File: config.mk
export PLATFORM = sky130hd
export DESIGN_NAME = wishbone_mem_arbiter
export DESIGN_NICKNAME = d
export VERILOG_FILES = /design/src/rtl/wishbone_mem_arbiter.sv
export SDC_FILE = /design/constraint.sdc
export NUM_CORES = 1
export LEC_CHECK = 0
export BUFFER_PORTS_ARGS = -buffer_cell sky130_fd_sc_hd__buf_2
export CAP_MARGIN = 0
export CORE_AREA = 2 2 120 122
export DETAILED_ROUTE_END_ITERATION = 6
export DIE_AREA = 0 0 122 124
export GPL_TIMING_DRIVEN = 0
export PLACE_DENSITY = 0.43
export RECOVER_POWER = 100
export SETUP_SLACK_MARGIN = 0.2
export SKIP_CTS_REPAIR_TIMING = 1
export SLEW_MARGIN = 30
export SYNTH_ARGS = -nofsm -noshare
export SYNTH_HDL_FRONTEND = slang
export SYNTH_SLANG_ARGS = --single-unit
export TNS_END_PERCENT = 30
File: constraint.sdc
create_clock -name clk -period 1.38 [get_ports clk]
set_input_delay 0.276 -clock clk [delete_from_list [all_inputs] [get_ports clk]]
set_output_delay 0.276 -clock clk [all_outputs]
set_load 0.01 [all_outputs]
File: src/rtl/wishbone_mem_arbiter.sv
// wishbone_mem_arbiter: shares one single-port Wishbone memory slave between the
// VexRiscv iBus and dBus masters. Round-robin arbitration, grant locked for the
// whole bus cycle, out-of-window accesses answered locally with ERR.
// Optional watchdog: define WB_ARB_TIMEOUT_EN to abort cycles the slave never answers.
module wishbone_mem_arbiter #(
  parameter logic [29:0] MEM_BASE_WORD  = 30'h08000000,
  parameter int          MEM_SIZE_WORDS = 262144,
  parameter int          TIMEOUT_CYCLES = 255
) (
  input  logic        clk,
  input  logic        reset_n,
  input  logic        iBusWishbone_CYC,
  input  logic        iBusWishbone_STB,
  input  logic        iBusWishbone_WE,
  input  logic [29:0] iBusWishbone_ADR,
  input  logic [31:0] iBusWishbone_DAT_MOSI,
  input  logic [3:0]  iBusWishbone_SEL,
  output logic        iBusWishbone_ACK,
  output logic        iBusWishbone_ERR,
  output logic [31:0] iBusWishbone_DAT_MISO,
  input  logic        dBusWishbone_CYC,
  input  logic        dBusWishbone_STB,
  input  logic        dBusWishbone_WE,
  input  logic [29:0] dBusWishbone_ADR,
  input  logic [31:0] dBusWishbone_DAT_MOSI,
  input  logic [3:0]  dBusWishbone_SEL,
  output logic        dBusWishbone_ACK,
  output logic        dBusWishbone_ERR,
  output logic [31:0] dBusWishbone_DAT_MISO,
  output logic        memWishbone_CYC,
  output logic        memWishbone_STB,
  output logic        memWishbone_WE,
  output logic [29:0] memWishbone_ADR,
  output logic [31:0] memWishbone_DAT_MOSI,
  output logic [3:0]  memWishbone_SEL,
  input  logic        memWishbone_ACK,
  input  logic        memWishbone_ERR,
  input  logic [31:0] memWishbone_DAT_MISO
);

  if (TIMEOUT_CYCLES < 1) begin : g_bad_timeout
    $error("TIMEOUT_CYCLES must be at least 1");
  end

  typedef enum logic [1:0] {IDLE, GNT_I, GNT_D} state_t;

  state_t      state, state_n;
  logic        last_d;
  logic        own_cyc, own_stb, own_we, own_win;
  logic [29:0] own_adr;
  logic [31:0] own_dat;
  logic [3:0]  own_sel;
  logic        loc_err_q, loc_err_fire, resp_ok, own_ack, own_err;
  logic        blk, to_fire;

  // 31-bit compare so BASE+SIZE cannot wrap past the top of the address space
  function automatic logic in_window(input logic [29:0] adr);
    logic [30:0] a, lo, hi;
    a  = {1'b0, adr};
    lo = {1'b0, MEM_BASE_WORD};
    hi = lo + 31'(MEM_SIZE_WORDS);
    return (a >= lo) && (a < hi);
  endfunction

  // state register, round-robin history and local-ERR pending flag
  always_ff @(posedge clk or negedge reset_n) begin
    if (!reset_n) begin
      state     <= IDLE;
      last_d    <= 1'b0;
      loc_err_q <= 1'b0;
    end else begin
      state <= state_n;
      if (state_n == GNT_I && state != GNT_I) last_d <= 1'b0;
      if (state_n == GNT_D && state != GNT_D) last_d <= 1'b1;
      loc_err_q <= own_cyc && own_stb && !own_win && !loc_err_q && !blk;
    end
  end

  // next-state arbitration: tie goes to the master that was not granted last
  always_comb begin
    state_n = state;
    unique case (state)
      IDLE: begin
        if (iBusWishbone_CYC && dBusWishbone_CYC) state_n = last_d ? GNT_I : GNT_D;
        else if (iBusWishbone_CYC)                state_n = GNT_I;
        else if (dBusWishbone_CYC)                state_n = GNT_D;
      end
      GNT_I: if (!iBusWishbone_CYC) state_n = dBusWishbone_CYC ? GNT_D : IDLE;
      GNT_D: if (!dBusWishbone_CYC) state_n = iBusWishbone_CYC ? GNT_I : IDLE;
      default: state_n = IDLE;
    endcase
  end

  // select the owner's request; everything reads as 0 while idle
  always_comb begin
    own_cyc = 1'b0;
    own_stb = 1'b0;
    own_we  = 1'b0;
    own_adr = '0;
    own_dat = '0;
    own_sel = '0;
    if (state == GNT_I) begin
      own_cyc = iBusWishbone_CYC;
      own_stb = iBusWishbone_STB;
      own_we  = iBusWishbone_WE;
      own_adr = iBusWishbone_ADR;
      own_dat = iBusWishbone_DAT_MOSI;
      own_sel = iBusWishbone_SEL;
    end else if (state == GNT_D) begin
      own_cyc = dBusWishbone_CYC;
      own_stb = dBusWishbone_STB;
      own_we  = dBusWishbone_WE;
      own_adr = dBusWishbone_ADR;
      own_dat = dBusWishbone_DAT_MOSI;
      own_sel = dBusWishbone_SEL;
    end
  end

  assign own_win      = in_window(own_adr);
  // local ERR only reaches a master that is still presenting the access
  assign loc_err_fire = loc_err_q && own_cyc && own_stb;
  assign resp_ok      = !loc_err_q && !blk && !to_fire;
  assign own_ack      = memWishbone_ACK && resp_ok;
  assign own_err      = (memWishbone_ERR && resp_ok) || loc_err_fire || to_fire;

`ifdef WB_ARB_TIMEOUT_EN
  localparam int CNT_W = $clog2(TIMEOUT_CYCLES + 1);
  logic [CNT_W-1:0] to_cnt;
  logic             to_blk;

  assign to_fire = own_cyc && own_stb && !to_blk && (to_cnt == CNT_W'(TIMEOUT_CYCLES));
  assign blk     = to_blk;

  // watchdog: count unanswered strobe cycles, then keep CYC low until the owner lets go
  always_ff @(posedge clk or negedge reset_n) begin
    if (!reset_n) begin
      to_cnt <= '0;
      to_blk <= 1'b0;
    end else begin
      if (state_n != state || !own_cyc || !own_stb || memWishbone_ACK || memWishbone_ERR ||
          to_blk || to_fire || loc_err_fire)
        to_cnt <= '0;
      else
        to_cnt <= to_cnt + 1'b1;
      if (state_n != state) to_blk <= 1'b0;
      else if (to_fire)     to_blk <= 1'b1;
    end
  end
`else
  assign to_fire = 1'b0;
  assign blk     = 1'b0;
`endif

  assign memWishbone_CYC      = own_cyc && !blk && !to_fire;
  assign memWishbone_STB      = own_cyc && own_stb && own_win && !blk && !to_fire;
  assign memWishbone_WE       = own_we;
  assign memWishbone_ADR      = own_adr;
  assign memWishbone_DAT_MOSI = own_dat;
  assign memWishbone_SEL      = own_sel;

  assign iBusWishbone_ACK      = (state == GNT_I) && own_ack;
  assign iBusWishbone_ERR      = (state == GNT_I) && own_err;
  assign dBusWishbone_ACK      = (state == GNT_D) && own_ack;
  assign dBusWishbone_ERR      = (state == GNT_D) && own_err;
  assign iBusWishbone_DAT_MISO = reset_n ? memWishbone_DAT_MISO : '0;
  assign dBusWishbone_DAT_MISO = reset_n ? memWishbone_DAT_MISO : '0;

endmodule

Word level (Yosys, flattened, before mapping)
Index checks and enable logic that the tools add are counted.

Word-level logic and storage cells: 56. Memory bits (writable): 0. Memories kept: 0. Register bits: 4. ROM bits: 0. Bits in latches: 0.

Reductions and logical operators: 21. Shift-type cells: 0. Div/mod/pow operators: 0. Bitwise operators: 0. Order comparisons: 2. Equal/unequal tests: 6. Multipliers: 0. Add/sub/neg operators: 0. Muxes and demuxes: 24.

Operator list (number): 32-bit two-way mux (3); 30-bit two-way mux (2); 30-bit by 28-bit greater-or-equal comparator with 1-bit output, second input constant (1); 30-bit by 28-bit < comparator with 1-bit output, second input constant (1); 1-bit logical AND (16); 2-bit two-way mux (7); 1-bit two-way mux (9); 4-bit two-way mux (2); 2-bit one-hot mux with 3 select lines (1); 2-bit by 1-bit == test with 1-bit output, second input constant (2); 2-bit == test, second input constant (2); 1-bit logical NOT (2); 2-bit logical NOT (1); 2-bit by 1-bit inequality test with 1-bit output, second input constant (1); 2-bit inequality test, second input constant (1); 2-bit nonzero test (1); 1-bit logical OR (1).

Longest topological paths before layout
Gate-level depths: netlist of the first run.

Depth in word-level cells: 8. Mapped depth: 5.

Worst setup path after synthesis of the first run
OpenSTA, ideal clock, no wires.

Path type: reg-to-output. From: reg state[1]. To: out dBusWishbone_ERR. Stages on the path, launching flop included: 5. Setup slack: -109 ps. Arrival: 1213 ps. Cells stage by stage: dfrtp_1 buf_2 and4b_1 nor2_1 a211oi_1.

Cells in the longest elaborated chain, start to end: 7. Elaborated cells on any way between the ends: 10.

RTL lines: start, declared (line 47) `state_t state, state_n;`; start signal, assigned (line 72) `state <= state_n;`; 2-bit == test (line 109, 164); 1-bit two-way mux (line 109) `end else if (state == GNT_D) begin`; 1-bit two-way mux (line 102) `if (state == GNT_I) begin`; 1-bit logical AND (2 in series) (line 121) `assign loc_err_fire = loc_err_q && own_cyc && own_stb;`; 1-bit logical OR (line 124) `assign own_err = (memWishbone_ERR && resp_ok) || loc_err_fire || to_fire;`; 1-bit logical AND (*) (line 164) `assign dBusWishbone_ERR = (state == GNT_D) && own_err;`; end, declared (line 28) `output logic dBusWishbone_ERR,`.

Every way passes the cells marked *; elsewhere a longest branch is shown, timed or not.

Worst setup path in the final report of the first run
From: reg state[0]. To: out memWishbone_ADR[12].

Cells in the longest elaborated chain, start to end: 3. Elaborated cells on any way between the ends: 4.

RTL lines: 2-bit == test (line 109); 30-bit two-way mux (line 109); 30-bit two-way mux (*) (line 102); end, declared (line 33) `output logic [29:0] memWishbone_ADR,`.

Marks and branches as above.

==> results of run 1 <==
layer usage:
metal / track usage (%) / wire (µm) / share of wire [%]
met1: 13.4 / 3980 / 38
met2: 21.9 / 5460 / 52
met3: 2.24 / 1030 / 9.8
met4: 2.59 / 82 / 0.78
met5: 0 / 0 / 0
Yosys cell counts:
cell | n | area [µm²]
a2111oi_2 | 1 | 15.0
a21oi_1 | 5 | 25.0
nand2b_1 | 3 | 18.8
and4b_2 | 1 | 11.3
nor4b_2 | 2 | 30.0
o41a_1 | 1 | 11.3
nand2_1 | 1 | 3.75
nor4_1 | 4 | 25.0
buf_4 | 33 | 248
dfrtp_1 | 4 | 100
o31ai_1 | 1 | 7.51
nand3_1 | 3 | 15.0
buf_6 | 4 | 45.0
nor2_2 | 2 | 12.5
inv_2 | 1 | 3.75
and4b_1 | 1 | 10.0
a22o_1 | 67 | 587
a211oi_1 | 2 | 15.0
o22a_1 | 1 | 8.76
buf_2 | 8 | 40.0
clkbuf_1 | 4 | 15.0
nor2b_1 | 1 | 6.26
buf_1 | 2 | 7.51
nor2_1 | 7 | 26.3
inv_1 | 2 | 7.51
o311a_1 | 1 | 10.0
o22ai_1 | 1 | 6.26
o21ba_1 | 1 | 10.0
and2_1 | 33 | 206
worst max-delay path by stage:
| stage | slack (ns) | to | start | cells after the start |
|---|---|---|---|---|
| 4_1_cts | -0.73 | memWishbone_DAT_MOSI[28] | state[0]$_DFF_PN0_ | 4 |
| 3_5_place_dp | -0.48 | memWishbone_DAT_MOSI[28] | state[0]$_DFF_PN0_ | 4 |
| 3_3_place_gp | -0.48 | memWishbone_DAT_MOSI[28] | state[0]$_DFF_PN0_ | 4 |
| 5_1_grt | -0.51 | memWishbone_SEL[3] | state[0]$_DFF_PN0_ | 7 |
| 6_report | -0.47 | memWishbone_ADR[12] | state[0]$_DFF_PN0_ | 7 |
| 2_1_floorplan | -0.03 | dBusWishbone_ERR | state[1]$_DFF_PN0_ | 4 |
cell type report:
cell class / instances / area [µm²] / area share [%]
Buffer: 51 / 459 / 12.0
Inverter: 3 / 18.8 / 0.491
Clock buffer: 3 / 75.1 / 1.96
Timing Repair Buffer: 324 / 1810 / 47.4
Multi-Input combinational cell: 139 / 1130 / 29.6
Tap cell: 180 / 225 / 5.89
Sequential cell: 4 / 101 / 2.65
state kept, by name, summed over array words and instances (netlist names):
| signal | cells |
|---|---|
| loc_err_q | 1 |
| last_d | 1 |
| state | 2 |
kinds of logic after synthesis:
logic type      count (synthesis)  synth area share, %
compound gates                 81                 45.5
buf+inv                        54                 24.0
flops                           4                 6.55
simple gates                   58                 23.9
power by group through the flow:
stage | clock (mW) | combinational [mW] | sequential (mW)
final | 0.455 | 2.13 | 0.163
after global routing | 0.468 | 2.29 | 0.167
after CTS | 0.460 | 1.83 | 0.159
after detailed placement | 0 | 1.82 | 0.160
after global placement | 0 | 1.82 | 0.160
after floorplan | 0 | 0.992 | 0.155
critical path, cell delays in order (launching register included):
cell       delay (ns)
dfrtp_2          0.46
inv_4            0.10
nor2_4           0.04
buf_12           0.13
buf_12           0.14
clkbuf_16        0.14
a22o_1           0.19
buf_2            0.14
per-stage QoR:
step | power, mW | instance area [µm²] | setup slack [ns] | utilization, % | TNS [ns]
CTS | 2.45 | 3450 | -0.733 | 25.2 | -47.60
finish | 2.75 | 3820 | -0.465 | 27.9 | -36.05
detailed placement | 1.98 | 3380 | -0.484 | 24.6 | -30.49
floorplan | 1.15 | 1600 | -0.0347 | - | -0.0347
global route | 2.92 | 3820 | -0.514 | 27.9 | -46.65
global placement | 1.98 | 3380 | -0.483 | 24.6 | -28.72
==> out/qor.txt, run 1 <==
Reg power frac = 5.9%
Finished Layout Cells = 704
Max-cap violations = 0
Setup violations, final = 133
Area Growth Syn to Fin = 150%
Hold_ws = 0.323 ns
Clock share of power = 16.6%
Hold Path End = state[0]$_DFF_PN0_
Die Ht = 124 µm
Distinct cell type count after synthesis = 29
Num CTS Buffers = 3
First DRT Iteration DRCs = 43
Hold path startpoint = iBusWishbone_CYC
Fillcell total = 1,530
DP Wirelength = 9100 µm
RSZ-0062 raised after global routing = true
Global-route wire length before repair = 13,600 µm
Commonest non-fill, non-tap cell in the layout = buf_2
YS warnings = 0
Total Routing Usage GR = 11.6%
Root buffer cell = clkbuf_16
Mapped cell area = 1530 µm²
Hold path depth = 2
R2R Path Start = state[1]$_DFF_PN0_
Arrival @ worst endpoint = 1.57 ns
Clock-pin slew on the worst setup and hold paths = 0.03 ns
Total grt overflow = 0
Power per cell area = 719 nW/µm²
Leak = 2.26 nW
Slew @ Worst Pin = 0.388 ns
Via density = 4.05
Skew final = 0.000367 ns
Fin. max-slew vios = 0
Worst Reg-to-Reg Cells = 4
Final hold viol count = 0
Avg Cell Area, Syn = 7.75 µm²
Die width = 122 µm
Status = finished, violations left
Part of the cycle the worst path needs = 134%
CORE AREA = 13,700 µm²
Bufs on Longest Clock Path = 2
Number of port buffers = 310
Crit path launch type = flop
Failing checks = setup timing
Pint = 1.66 mW
Total Nets Final = 700
Vias in the first global route = 2,662
Drt pass-1 iters = 4
Clk sinks = 4
I/O pin cnt = 311
Worst reg2reg endpoint = loc_err_q$_DFF_PN0_
Most frequent cells in the layout = buf_2 (303), a22o_1 (66), buf_4 (36)
Final setup margin = -0.465 ns
Drt drc = 0
# diodes = 0
Element type at the critical path end = output pin
H-tree depth = 1
Post-DR wirelength/cell = 15.0 µm
Layout cell share with drive strength beyond 1 = 74.2%
Final ANT Viol Nets = 0
Largest net degree at the start of global routing = 11
Switching Fraction = 39.7%
Cells after synthesis = 197
Cell Rows = 43
Hold crit path type = primary input to flop
Die area = 15,100 µm²
Clk_lat worst skew = 0.22 ns
Routed wire length = 10,600 µm
Period minus WS final = 1.85 ns
VDD IR max = 0.325 mV
Synth Register Bits = 4
Seq/Total Area, Yosys = 6.55%
Critical Path RT = 1.10 ns
Via count = 2,853
Reg2reg setup slack = 0.09 ns
Initial antenna violation count = 0
Worst Path Class, Setup = flop to output pin
Post-placement cell count = 687
CP Max Fanout = 7
CTS tree = done
Placer Congestion = 0.750
Syn nets = 371
P_sw = 1.09 mW
Initial Util = 11.1%
Relative slew slack = 74.1%
Gate power share = 77.5%
Fmax = 0.542 GHz
Power figures use the tool's default switching activity.
==> run 2: changes to the inputs <==
--- a/config.mk
+++ b/config.mk
@@ -7,11 +7,11 @@
 export LEC_CHECK = 0
 export BUFFER_PORTS_ARGS = -buffer_cell sky130_fd_sc_hd__buf_2
 export CAP_MARGIN = 0
-export CORE_AREA = 2 2 120 122
+export CORE_AREA = 2 2 122 124
 export DETAILED_ROUTE_END_ITERATION = 6
-export DIE_AREA = 0 0 122 124
+export DIE_AREA = 0 0 124 126
 export GPL_TIMING_DRIVEN = 0
-export PLACE_DENSITY = 0.43
+export PLACE_DENSITY = 0.41
 export RECOVER_POWER = 100
 export SETUP_SLACK_MARGIN = 0.2
 export SKIP_CTS_REPAIR_TIMING = 1
==> constraint.sdc (replaced) <==
create_clock -name clk -period 2.12 [get_ports clk]
set_input_delay 0.424 -clock clk [delete_from_list [all_inputs] [get_ports clk]]
set_output_delay 0.424 -clock clk [all_outputs]
set_load 0.01 [all_outputs]
==> out/qor.txt, run 2 (synthesis gave the netlist of run 1 again) <==
Status = finished, final reports clean
Hold crit path type = primary input to asynchronous set/reset pin
VDD IR max = 0.382 mV (+18%)
Fin. max-slew vios = 0 (unchanged)
Vias in the first global route = 2,672 (+0.38%)
I/O pin cnt = 311 (unchanged)
Commonest non-fill, non-tap cell in the layout = buf_2
Placer Congestion = 0.845 (+13%)
Power per cell area = 455 nW/µm² (-37%)
CP Max Fanout = 5 (-2)
Final hold viol count = 0 (unchanged)
Post-DR wirelength/cell = 13.8 µm (-7.7%)
H-tree depth = 1 (unchanged)
# diodes = 0 (unchanged)
Reg2reg setup slack = 0.72 ns (+0.63 ns)
Clock-pin slew on the worst setup and hold paths = 0.03 ns (about the same)
Drt drc = 0 (unchanged)
Clk_lat worst skew = 0.22 ns (about the same)
Routed wire length = 9690 µm (-8.2%)
Area of the multi-input gates = 1130 µm² (-0.33%)
Largest net degree at the start of global routing = 11 (unchanged)
Largest regs = state (2), last_d (1), loc_err_q (1)
Most flops, register = state
Core Util, Final = 25.3% (-2.6 points)
Fmax = 0.477 GHz
Via count = 2,835 (-0.63%)
Via density = 4.05 (about the same)
Die area = 15,600 µm² (+3.3%)
Most frequent cells in the layout = buf_2 (304), a22o_1 (67), buf_4 (39)
Num CTS Buffers = 3 (unchanged)
Max-cap violations = 0 (unchanged)
R2R Path Start = state[0]$_DFF_PN0_
Pre-CTS setup slack = -0.230 ns (+0.253 ns)
Fillcell total = 1,587 (+3.7%)
Bufs on Longest Clock Path = 2 (unchanged)
Skew final = 0.00231 ns (+0.00194 ns)
Die width = 124 µm (+1.6%)
Crit path launch type = flop
Root buffer cell = clkbuf_16
Cell Rows = 44 (+2.3%)
Area Growth Syn to Fin = 137%
RSZ-0062 raised after global routing = true
Leak = 2.18 nW (-3.6%)
Worst Path Class, Setup = flop to output pin
Final setup margin = 0.0218 ns (+0.487 ns)
Element type at the critical path end = output pin
Clk sinks = 4 (unchanged)
CORE AREA = 14,300 µm² (+4.3%)
Initial Util = 10.7% (-0.46 points)
Period minus WS final = 2.10 ns
Slew @ Worst Pin = 0.451 ns (+0.0634 ns)
Total Nets Final = 692 (-1.1%)
Relative slew slack = 69.9% (-4.2 points)
Global-route wire length before repair = 12,800 µm (-6.1%)
Critical Path RT = 1.70 ns (+0.60 ns)
Part of the cycle the worst path needs = 99.0%
Drt pass-1 iters = 4 (unchanged)
Total Routing Usage GR = 10.4% (-1.2 points)
Storage cell area = 101 µm² (unchanged)
Arrival @ worst endpoint = 1.67 ns (+0.10 ns)
Setup violations, final = 0 (-100%)
CTS tree = done
Final ANT Viol Nets = 0 (unchanged)
First DRT Iteration DRCs = 80 (+86%)
Worst Reg-to-Reg Cells = 4 (unchanged)
CP Capture Point = memWishbone_STB
Worst reg2reg endpoint = loc_err_q$_DFF_PN0_
Worst setup path startpoint = state[1]$_DFF_PN0_
DP Wirelength = 8330 µm (-8.5%)
Max reg flops = 2 (unchanged)
Layout cell share with drive strength beyond 1 = 73.6% (-0.59 points)
Total grt overflow = 0 (unchanged)
Die Ht = 126 µm (+1.6%)
Number of port buffers = 310 (unchanged)
Initial antenna violation count = 0 (unchanged)
run 2: layout make-up:
type / count / share of cell area [%]
buffer: 51 / 11.5
clock buffer: 3 / 2.07
tap: 184 / 6.36
timing repair buffer: 316 / 45.8
inverter: 3 / 0.311
sequential: 4 / 2.80
multi-input combinational: 139 / 31.1
run 2: report_power, final:
group / internal, mW / switching, mW / leakage (nW)
Clock: 0.241 / 0.0511 / 0.0370
Combinational: 0.649 / 0.603 / 2.09
Sequential: 0.0893 / 0.0156 / 0.0496
Total: 0.979 / 0.670 / 2.18
run 2: stage by stage:
step	cell area [µm²]	total power, mW	TNS (ns)	cells	hold WS, ns
2_1_floorplan	1530	0.713	0	197	0.128
5_1_grt	3620	1.78	-0.0617	700	0.129
3_5_place_dp	3310	1.24	-0.265	691	0.273
4_1_cts	3380	1.54	-6.25	694	0.0377
6_report	3620	1.65	0	700	0.0994
3_3_place_gp	3310	1.23	-0.273	691	0.278
run 2: worst min path at each step:
stage | startpoint | cells past startpoint | endpoint
global route | reset_n | 1 | loc_err_q$_DFF_PN0_
floorplan | reset_n | 0 | last_d$_DFFE_PN0P_
detailed placement | reset_n | 1 | last_d$_DFFE_PN0P_
finish | reset_n | 1 | loc_err_q$_DFF_PN0_
CTS | reset_n | 1 | loc_err_q$_DFF_PN0_
global placement | reset_n | 1 | last_d$_DFFE_PN0P_
run 2: per-layer routing:
layer	up-vias	part of all wire (%)	GRT usage, %	wire (µm)
li1	1362	-	-	-
met1	1274	38	11.9	3730
met2	191	51	20.1	4930
met3	8	10	2.22	1000
met4	0	0.39	0.661	38
met5	-	0	0	0
run 2: critical path, stage by stage (launching register included):
cell and delay, ns:
dfrtp_1 0.40, buf_6 0.15, and4b_2 0.32, nor2_4 0.06, a2111oi_4 0.33, buf_2 0.19
==> run 3: changes to the inputs <==
--- a/config.mk
+++ b/config.mk
@@ -5,13 +5,13 @@
 export SDC_FILE = /design/constraint.sdc
 export NUM_CORES = 1
 export LEC_CHECK = 0
-export BUFFER_PORTS_ARGS = -buffer_cell sky130_fd_sc_hd__buf_2
 export CAP_MARGIN = 0
-export CORE_AREA = 2 2 122 124
+export CORE_AREA = 8 8 116 118
 export DETAILED_ROUTE_END_ITERATION = 6
 export DIE_AREA = 0 0 124 126
+export DONT_BUFFER_PORTS = 1
 export GPL_TIMING_DRIVEN = 0
-export PLACE_DENSITY = 0.41
+export PLACE_DENSITY = 0.3
 export RECOVER_POWER = 100
 export SETUP_SLACK_MARGIN = 0.2
 export SKIP_CTS_REPAIR_TIMING = 1
==> out/qor.txt, run 3 (synthesis gave the netlist of run 1 again) <==
Status = finished, final reports clean
H-tree depth = 1 (unchanged)
Clk sinks = 4 (unchanged)
Die area = 15,600 µm² (unchanged)
Num CTS Buffers = 3 (unchanged)
Element type at the critical path end = output pin
Total grt overflow = 0 (unchanged)
Pre-CTS setup slack = -0.00228 ns (+0.228 ns)
Most frequent cells in the layout = a22o_1 (53), clkbuf_1 (37), and2_0 (32)
Post-DR wirelength/cell = 26.9 µm (+94%)
Crit path launch type = flop
Area Growth Syn to Fin = 24.2%
# diodes = 0 (unchanged)
Final hold viol count = 0 (unchanged)
Initial Util = 13.0% (+2.4 points)
Period minus WS final = 1.98 ns (-0.114 ns)
Drt drc = 0 (unchanged)
Die width = 124 µm (unchanged)
Die Ht = 126 µm (unchanged)
Fin. max-slew vios = 0 (unchanged)
Worst Path Class, Setup = flop to output pin
DP Wirelength = 8430 µm (+1.3%)
Total Nets Final = 383 (-45%)
Number of port buffers = 0 (-100%)
Largest net degree at the start of global routing = 11 (unchanged)
VDD IR max = 0.158 mV (-59%)
Commonest non-fill, non-tap cell in the layout = a22o_1
Bufs on Longest Clock Path = 2 (unchanged)
Max-cap violations = 0 (unchanged)
Max reg flops = 2 (unchanged)
Fmax = 0.504 GHz (+5.8%)
Routed wire length = 9530 µm (-1.7%)
Largest regs = state (2), last_d (1), loc_err_q (1)
I/O pin cnt = 311 (unchanged)
CTS tree = done
CORE AREA = 11,700 µm² (-18%)
Slew @ Worst Pin = 0.632 ns (+0.181 ns)
Setup violations, final = 0 (unchanged)
Power per cell area = 647 nW/µm² (+42%)
Most flops, register = state
Via density = 4.93 (+22%)
CP Max Fanout = 8 (+3)
Clock-pin slew on the worst setup and hold paths = 0.03 ns (about the same)
Cell Rows = 40 (-9.1%)
Relative slew slack = 57.5% (-12 points)
Drt pass-1 iters = 4 (unchanged)
Vias in the first global route = 1,881 (-30%)
Finished Layout Cells = 354 (-49%)
Arrival @ worst endpoint = 1.56 ns (-0.11 ns)
Final setup margin = 0.136 ns (+0.114 ns)
Clk_lat worst skew = 0.23 ns (about the same)
Skew final = 0.00205 ns (-0.000259 ns)
Leak = 0.711 nW (-67%)
Part of the cycle the worst path needs = 93.6% (-5.4 points)
Hold crit path type = primary input to flop
RSZ-0062 raised after global routing = true
Placer Congestion = 0.737 (-13%)
Via count = 1,744 (-38%)
Critical Path RT = 1.70 ns (about the same)
First DRT Iteration DRCs = 47 (-41%)
Root buffer cell = clkbuf_16
Final ANT Viol Nets = 0 (unchanged)
Post-placement cell count = 344 (-50%)
Global-route wire length before repair = 11,700 µm (-8.2%)
Total Routing Usage GR = 9.92% (-0.44 points)
Layout cell share with drive strength beyond 1 = 22.7% (-51 points)
Initial antenna violation count = 1 (+1)
run 3: cell types whose count changed in the layout (fill, tap and decap cells not counted), moves of 4 or more:
cell,delta
clkbuf_1,+33
a22o_4,+13
a22o_1,-14
clkbuf_2,+4
buf_4,-35
buf_6,-9
and2_0,+32
buf_2,-301
and2_1,-32
run 3: layout make-up:
type / count / area, µm²
clock buffers: 3 / 75.1
multi-input cells: 139 / 1210
well taps: 147 / 184
flip-flops and latches: 4 / 101
repair buffers: 7 / 48.8
inverters: 3 / 11.3
plain buffers: 51 / 263
fillers: 1354 / 9810
run 3: routing by layer:
metal  track usage [%]  vias up  part of all wire (%)
met5                 0        -                  0.17
met4              3.50        2                   1.0
met3              3.40        8                    14
met2              19.0      183                    52
met1              9.35      806                    32
li1                  -      745                     -
run 3: worst paths after layout:
path | startpoint | end | slack (ns) | depth (start not counted)
setup reg to reg | state[0]$_DFF_PN0_ | loc_err_q$_DFF_PN0_ | 0.78 | 4
setup / recovery | state[1]$_DFF_PN0_ | iBusWishbone_ERR | 0.14 | 4
hold reg to reg | last_d$_DFFE_PN0P_ | last_d$_DFFE_PN0P_ | 0.57 | 2
max in group asynchronous | reset_n | state[0]$_DFF_PN0_ | 1.43 | 1
min in group asynchronous | reset_n | last_d$_DFFE_PN0P_ | 0.49 | 1
hold / removal | iBusWishbone_CYC | state[0]$_DFF_PN0_ | 0.33 | 1
run 3: critical path, stage by stage (launching register included):
cell      delay (ns)
dfrtp_1         0.37
buf_6           0.14
and4b_2         0.31
nor2_4          0.06
a211oi_1        0.44
run 3: through the flow:
| stage | power [mW] | util (%) | TNS (ns) | cell area [µm²] | hold slack, ns |
|---|---|---|---|---|---|
| floorplan | 0.713 | - | 0 | 1530 | 0.128 |
| global placement | 0.870 | 14.6 | 0 | 1710 | 0.129 |
| detailed placement | 0.871 | 14.6 | -0.00228 | 1710 | 0.129 |
| CTS | 1.17 | 15.3 | -3.39 | 1790 | -0.109 |
| global route | 1.30 | 16.2 | 0 | 1900 | 0.330 |
| finish | 1.23 | 16.2 | 0 | 1900 | 0.331 |
run 3: power by group:
part           switching, mW  internal, mW  leakage [nW]
sequential            0.0141        0.0893        0.0496
combinational          0.501         0.329         0.625
clock                 0.0534         0.241        0.0370
